## src/rtl/i2c_cfg_sequencer.sv

```systemverilog
// Power-up configuration sequencer for the programmable-oscillator I2C port.
// After a settle delay it walks an external {reg, data} table and issues one
// single-byte write per entry to a byte-level I2C write engine, retrying
// failed attempts and spacing transactions with a bus-free gap.
module i2c_cfg_sequencer #(
    parameter logic [6:0]  SLAVE_ADDR     = 7'h55,
    parameter int unsigned NUM_REGS       = 11,
    parameter int unsigned POWERUP_CYCLES = 91000000,
    parameter int unsigned GAP_CYCLES     = 200,
    parameter int unsigned MAX_RETRY      = 3,
    parameter int unsigned TIMEOUT_CYCLES = 4000
) (
    input  logic        clk_40m,
    input  logic        rst,
    input  logic        start,
    output logic [3:0]  tbl_addr,
    input  logic [15:0] tbl_data,
    output logic        wr_req,
    input  logic        wr_ready,
    output logic [6:0]  wr_slave,
    output logic [7:0]  wr_reg,
    output logic [7:0]  wr_data,
    input  logic        wr_done,
    input  logic        wr_nack,
    output logic        cfg_busy,
    output logic        cfg_done,
    output logic        cfg_err,
    output logic [3:0]  cfg_index
);

    // Terminal counts are compared against "last value" so each phase
    // lasts exactly N cycles with the counter starting at zero.
    localparam logic [31:0] PWRUP_LAST   = 32'(POWERUP_CYCLES - 1);
    localparam logic [31:0] GAP_LAST     = 32'(GAP_CYCLES - 1);
    localparam logic [31:0] TIMEOUT_LAST = 32'(TIMEOUT_CYCLES - 1);
    localparam logic [3:0]  LAST_INDEX   = 4'(NUM_REGS - 1);
    localparam logic [3:0]  RETRY_LIMIT  = 4'(MAX_RETRY);

    typedef enum logic [3:0] {
        S_IDLE,
        S_PWRUP,
        S_FETCH,
        S_LOAD,
        S_REQ,
        S_WAIT,
        S_GAP,
        S_DONE,
        S_ERROR
    } state_t;

    state_t      state_reg;
    logic [31:0] cnt_reg;
    logic [3:0]  retry_reg;
    logic [3:0]  index_reg;

    logic attempt_ok;
    logic attempt_fail;
    logic last_entry;
    logic retry_exhausted;

    assign wr_slave  = SLAVE_ADDR;
    assign cfg_index = index_reg;

    // Outcome of the attempt in flight; wr_done takes priority over timeout.
    assign attempt_ok      = wr_done && !wr_nack;
    assign attempt_fail    = (wr_done && wr_nack) || (!wr_done && (cnt_reg == TIMEOUT_LAST));
    assign last_entry      = (index_reg == LAST_INDEX);
    assign retry_exhausted = ((retry_reg + 4'd1) == RETRY_LIMIT);

    // Sequencer FSM with all outputs registered alongside the state.
    always_ff @(posedge clk_40m) begin
        if (rst) begin
            state_reg <= S_IDLE;
            cnt_reg   <= '0;
            retry_reg <= '0;
            index_reg <= '0;
            tbl_addr  <= '0;
            wr_req    <= 1'b0;
            wr_reg    <= '0;
            wr_data   <= '0;
            cfg_busy  <= 1'b0;
            cfg_done  <= 1'b0;
            cfg_err   <= 1'b0;
        end else begin
            case (state_reg)
                S_IDLE: begin
                    cnt_reg   <= '0;
                    retry_reg <= '0;
                    index_reg <= '0;
                    cfg_done  <= 1'b0;
                    cfg_err   <= 1'b0;
                    cfg_busy  <= 1'b0;
                    if (start) begin
                        state_reg <= S_PWRUP;
                        cfg_busy  <= 1'b1;
                    end
                end
                S_PWRUP: begin
                    if (cnt_reg == PWRUP_LAST) begin
                        cnt_reg   <= '0;
                        tbl_addr  <= index_reg;
                        state_reg <= S_FETCH;
                    end else begin
                        cnt_reg <= cnt_reg + 32'd1;
                    end
                end
                S_FETCH: begin
                    // Table read is in flight; data is valid next cycle.
                    state_reg <= S_LOAD;
                end
                S_LOAD: begin
                    wr_reg    <= tbl_data[15:8];
                    wr_data   <= tbl_data[7:0];
                    wr_req    <= 1'b1;
                    state_reg <= S_REQ;
                end
                S_REQ: begin
                    if (wr_ready) begin
                        wr_req    <= 1'b0;
                        cnt_reg   <= '0;
                        state_reg <= S_WAIT;
                    end
                end
                S_WAIT: begin
                    if (attempt_ok) begin
                        cnt_reg <= '0;
                        if (last_entry) begin
                            cfg_done  <= 1'b1;
                            cfg_busy  <= 1'b0;
                            state_reg <= S_DONE;
                        end else begin
                            index_reg <= index_reg + 4'd1;
                            retry_reg <= '0;
                            state_reg <= S_GAP;
                        end
                    end else if (attempt_fail) begin
                        cnt_reg   <= '0;
                        retry_reg <= retry_reg + 4'd1;
                        if (retry_exhausted) begin
                            cfg_err   <= 1'b1;
                            cfg_busy  <= 1'b0;
                            state_reg <= S_ERROR;
                        end else begin
                            state_reg <= S_GAP;
                        end
                    end else begin
                        cnt_reg <= cnt_reg + 32'd1;
                    end
                end
                S_GAP: begin
                    if (cnt_reg == GAP_LAST) begin
                        cnt_reg <= '0;
                        // A non-zero retry count means the latched entry
                        // is re-sent without touching the table.
                        if (retry_reg == 4'd0) begin
                            tbl_addr  <= index_reg;
                            state_reg <= S_FETCH;
                        end else begin
                            wr_req    <= 1'b1;
                            state_reg <= S_REQ;
                        end
                    end else begin
                        cnt_reg <= cnt_reg + 32'd1;
                    end
                end
                S_DONE, S_ERROR: begin
                    if (!start) begin
                        cfg_done  <= 1'b0;
                        cfg_err   <= 1'b0;
                        state_reg <= S_IDLE;
                    end
                end
                default: begin
                    state_reg <= S_IDLE;
                end
            endcase
        end
    end

endmodule

```

## config.mk

```make
export PLATFORM = sky130hd
export DESIGN_NAME = i2c_cfg_sequencer
export DESIGN_NICKNAME = d
export VERILOG_FILES = /design/src/rtl/i2c_cfg_sequencer.sv
export SDC_FILE = /design/constraint.sdc
export NUM_CORES = 1
export LEC_CHECK = 0
export BUFFER_PORTS_ARGS = -buffer_cell sky130_fd_sc_hd__buf_4
export CAP_MARGIN = 20
export CORE_ASPECT_RATIO = 1.75
export CORE_MARGIN = 2
export CORE_UTILIZATION = 40
export DETAILED_ROUTE_END_ITERATION = 6
export GPL_TIMING_DRIVEN = 0
export PLACE_DENSITY = 0.6
export SYNTH_ARGS = -nofsm -noshare
export SYNTH_HDL_FRONTEND = slang
export SYNTH_SLANG_ARGS = --single-unit
```

## constraint.sdc

```tcl
create_clock -name clk_40m -period 5.9 [get_ports clk_40m]
set_input_delay 0.59 -clock clk_40m [delete_from_list [all_inputs] [get_ports clk_40m]]
set_output_delay 0.59 -clock clk_40m [all_outputs]
set_load 0.05 [all_outputs]
```

==> flow_summary_export.csv <==
group,metric,value,unit
cts,clockBufferDepth,2,
cts,cts.sinks,68,
cells_and_area,layout_common_cells,"nand2_1, dfxtp_1, buf_4",
timing,slew_viol_final,0,
logic_synthesis,synth_cells,476,
detailed_routing,wl_per_cell,15.27,um
worst_setup_path,crit-reg2reg-launch,"cnt_reg[28]",
logic_synthesis,synth_seq_area_share,36.65,%
logic_synthesis,synth_top_flop_cell,"dfxtp_1",
cts,clkLatencyLatePin,0.34,ns
power_and_ir_drop,p_switching,0.0005347,W
cells_and_area,mostFrequentLayoutCell,"nand2_1",
timing,final_hold_viol_count,0,
grt,overflow,0,
timing,period_share,48.42,%
power_and_ir_drop,pwr-share-seq,32.3,%
detailed_routing,antenna_left,0,
worst_setup_path,cpPeakStageDelay,0.61,ns
timing,rsz0062_at_grt,"false",
placement,gp_congestion,0.8663,
logic_synthesis,syn_area,0.003715,mm^2
worst_setup_path,startpoint,"cnt_reg[28]",
logic_synthesis,synth_seq_cells,68,
timing,layout_min_cycle_time,2.857,ns
run,maxCapViolations,0,
worst_setup_path,critPathRequiredTime,6.12,ns
cells_and_area,antennaDiodeCount,0,
detailed_routing,vias,3604,
die,start_util,41.11,%
cts,cts_root_buf,"clkbuf_16",
grt,grt_pass1_wl,16730,um
cts,ctsHoldBuffers,0,
cells_and_area,n_fill_cell,915,
timing,fin_skew,0.008396,ns
die,rows,46,
die,die_h,131.5,um
detailed_routing,routed_via_density,5.411,
cts,htreeDepth,3,
grt,grt_max_degree,12,
detailed_routing,drt_iter0_drc,195,
cells_and_area,syn2layout_area_growth,22.97,%
detailed_routing,remaining_drc_errors,0,
cells_and_area,stdcell_area,0.004568,mm^2
placement,hpwl,7832,um
detailed_routing,drtPass1Iterations,5,
detailed_routing,wl,10170,um
cells_and_area,utilization,50.55,%
cells_and_area,drive_gt1_share,16.30,%
logic_synthesis,yosys_warnings,0,
cells_and_area,largest_register_ffs,32,
placement,placed_cell_area,0.004244,mm^2
timing,tightest_slew,0.9854,ns
cts,post_cts_resized,0,
worst_setup_path,cp_top_family,"simple AND/OR/NAND/NOR gates",
cells_and_area,multi_input_area,0.002161,mm^2
cells_and_area,fin_cells,666,
outcome,status,"finished clean",
worst_setup_path,cp.arrival,3.08,ns
power_and_ir_drop,power.density,340.0,mW/mm^2
timing,final.setup.tns,0,ns
worst_setup_path,path_buf_inv,1,
worst_setup_path,setup.worst_path.end_class,"register",
logic_synthesis,async_flop_share,0,%
cells_and_area,regArea,0.001361,mm^2
worst_hold_path,min-delay-start,"wr_data[4]",
power_and_ir_drop,p_total,0.001553,W
grt,antenna_found_initial,0,
worst_hold_path,holdCritPathClass,"reg -> reg",
logic_synthesis,synth-edff-count,0,
cells_and_area,final_nets,569,
placement,place_inst,649,
grt,grt_usage,20.70,%
die,core_area,0.009036,mm^2
cts,numCtsBuffers,9,
worst_setup_path,crit_path_top_delay_cell,"nor4_2",
power_and_ir_drop,p_clk_share,37.5,%
worst_setup_path,start_kind,"register",
die,die_w,76.85,um
placement,port_buffers,48,
timing,slew-limit-headroom,33.70,%
power_and_ir_drop,p_comb_share,30.2,%
grt,grt_pass1_vias,3484,
die,die-area,0.01010,mm^2
logic_synthesis,yosysUniqueCellTypes,56,
logic_synthesis,syn_area_per_cell,7.804,um^2
timing,setup-violations-final,0,
cts,cts.clk_slew.worst_paths,0.05,ns
cts,cts_tree,"built",
die,ios,57,
worst_setup_path,crit_chain,"nor4_1 > nand4_1 > nor4_2 > o21ai_2 > o31ai_4 > buf_4 > nor2_1",
worst_setup_path,worst-setup-path-type,"reg -> reg",
worst_setup_path,path_max_fanout,10,
timing,fmax,350.1,MHz
power_and_ir_drop,intPower,0.001019,W
cts,post-cts-setup-buffers,0,
power_and_ir_drop,power_leakage,1.706,nW
power_and_ir_drop,switching_share,34.43,%
power_and_ir_drop,ir_drop,0.2479,mV
through the flow:
stage	hold WS, ns	setup slack (ns)
5_1_grt	0.4702	2.892
3_3_place_gp	0.4449	3.034
6_report	0.4533	3.043
2_1_floorplan	0.4580	3.711
3_5_place_dp	0.4482	3.053
4_1_cts	0.4558	3.035
logic make-up after synthesis:
logic type | Yosys count | synth area share, %
AND/OR/NAND/NOR | 234 | 32.40
AO/OA/AOI/OAI | 92 | 15.76
flip-flops | 68 | 36.65
buffers and inverters | 45 | 5.692
XOR/XNOR | 19 | 4.480
multiplexers | 10 | 2.796
adder cells (fa/ha/maj) | 6 | 2.021
other | 2 | 0.2022
final timing paths:
path,to,slack (ns),cells past startpoint
hold reg to reg,wr_data[4],0.45,2
setup / recovery,cnt_reg[22],3.04,7
setup reg to reg,cnt_reg[22],3.04,7
hold / removal,wr_data[4],0.45,2
cells in the mapped netlist, drive strengths merged, types with 2 or more instances:
library cell	count	area, um^2
or2	2	12.51
and3	13	81.33
or3	4	25.02
ha	6	75.07
nand3	21	105.1
nor4b	2	17.52
o2111ai	2	17.52
nand4b	4	35.03
nand4	11	68.82
o221ai	2	17.52
nand2b	6	37.54
xor2	12	105.1
buf	13	91.34
or4	4	33.78
a311oi	4	35.03
o211ai	5	37.54
a21o	2	15.01
xnor2	7	61.31
dfxtp	68	1361
o22ai	4	25.02
mux2	3	33.78
o31ai	5	65.06
o21a	2	15.01
nand2	69	259.0
a21oi	37	185.2
nor3	15	85.08
inv	11	41.29
nor3b	8	60.06
nor4	10	68.81
nor2b	5	31.28
clkbuf	20	75.07
o21ai	20	103.9
nand3b	3	22.52
a31oi	3	18.77
mux2i	7	70.07
and2	7	43.79
nor2	45	168.9
conb	2	7.510
a211oi	2	15.01
power by group through the flow:
| stage | clock network, W | registers, W | logic, W |
|---|---|---|---|
| floorplan | 0 | 0.000557 | 0.000292 |
| global placement | 0 | 0.000511 | 0.000458 |
| detailed placement | 0 | 0.000512 | 0.000463 |
| CTS | 0.000596 | 0.000502 | 0.000465 |
| global route | 0.000616 | 0.000506 | 0.000509 |
| finish | 0.000583 | 0.000502 | 0.000469 |
routing by layer:
layer  vias up  global-route usage (%)  wire [um]  share of wire, %
li1       1811                       -          -                 -
met1      1678                   19.93       3778                37
met2        93                   40.06       5737                56
met3        22                   3.640        322               3.2
met4         0                   11.41        335               3.3
met5         -                       0          0                 0
cell type report:
cell class | count | share of cell area, %
clock buffer | 12 | 5.396
buffer | 33 | 3.643
multi-input combinational | 368 | 47.30
inverter | 12 | 0.9860
sequential | 68 | 29.80
timing repair buffer | 49 | 7.998
clock inverter | 4 | 1.589
tap | 120 | 3.287
worst reg2reg max path, stage by stage, from the launching register on:
cell	delay, ns
dfxtp_1	0.36
nor4_1	0.45
nand4_1	0.33
nor4_2	0.61
o21ai_2	0.22
o31ai_4	0.46
buf_4	0.26
nor2_1	0.06
Power figures use the tool's default switching activity.
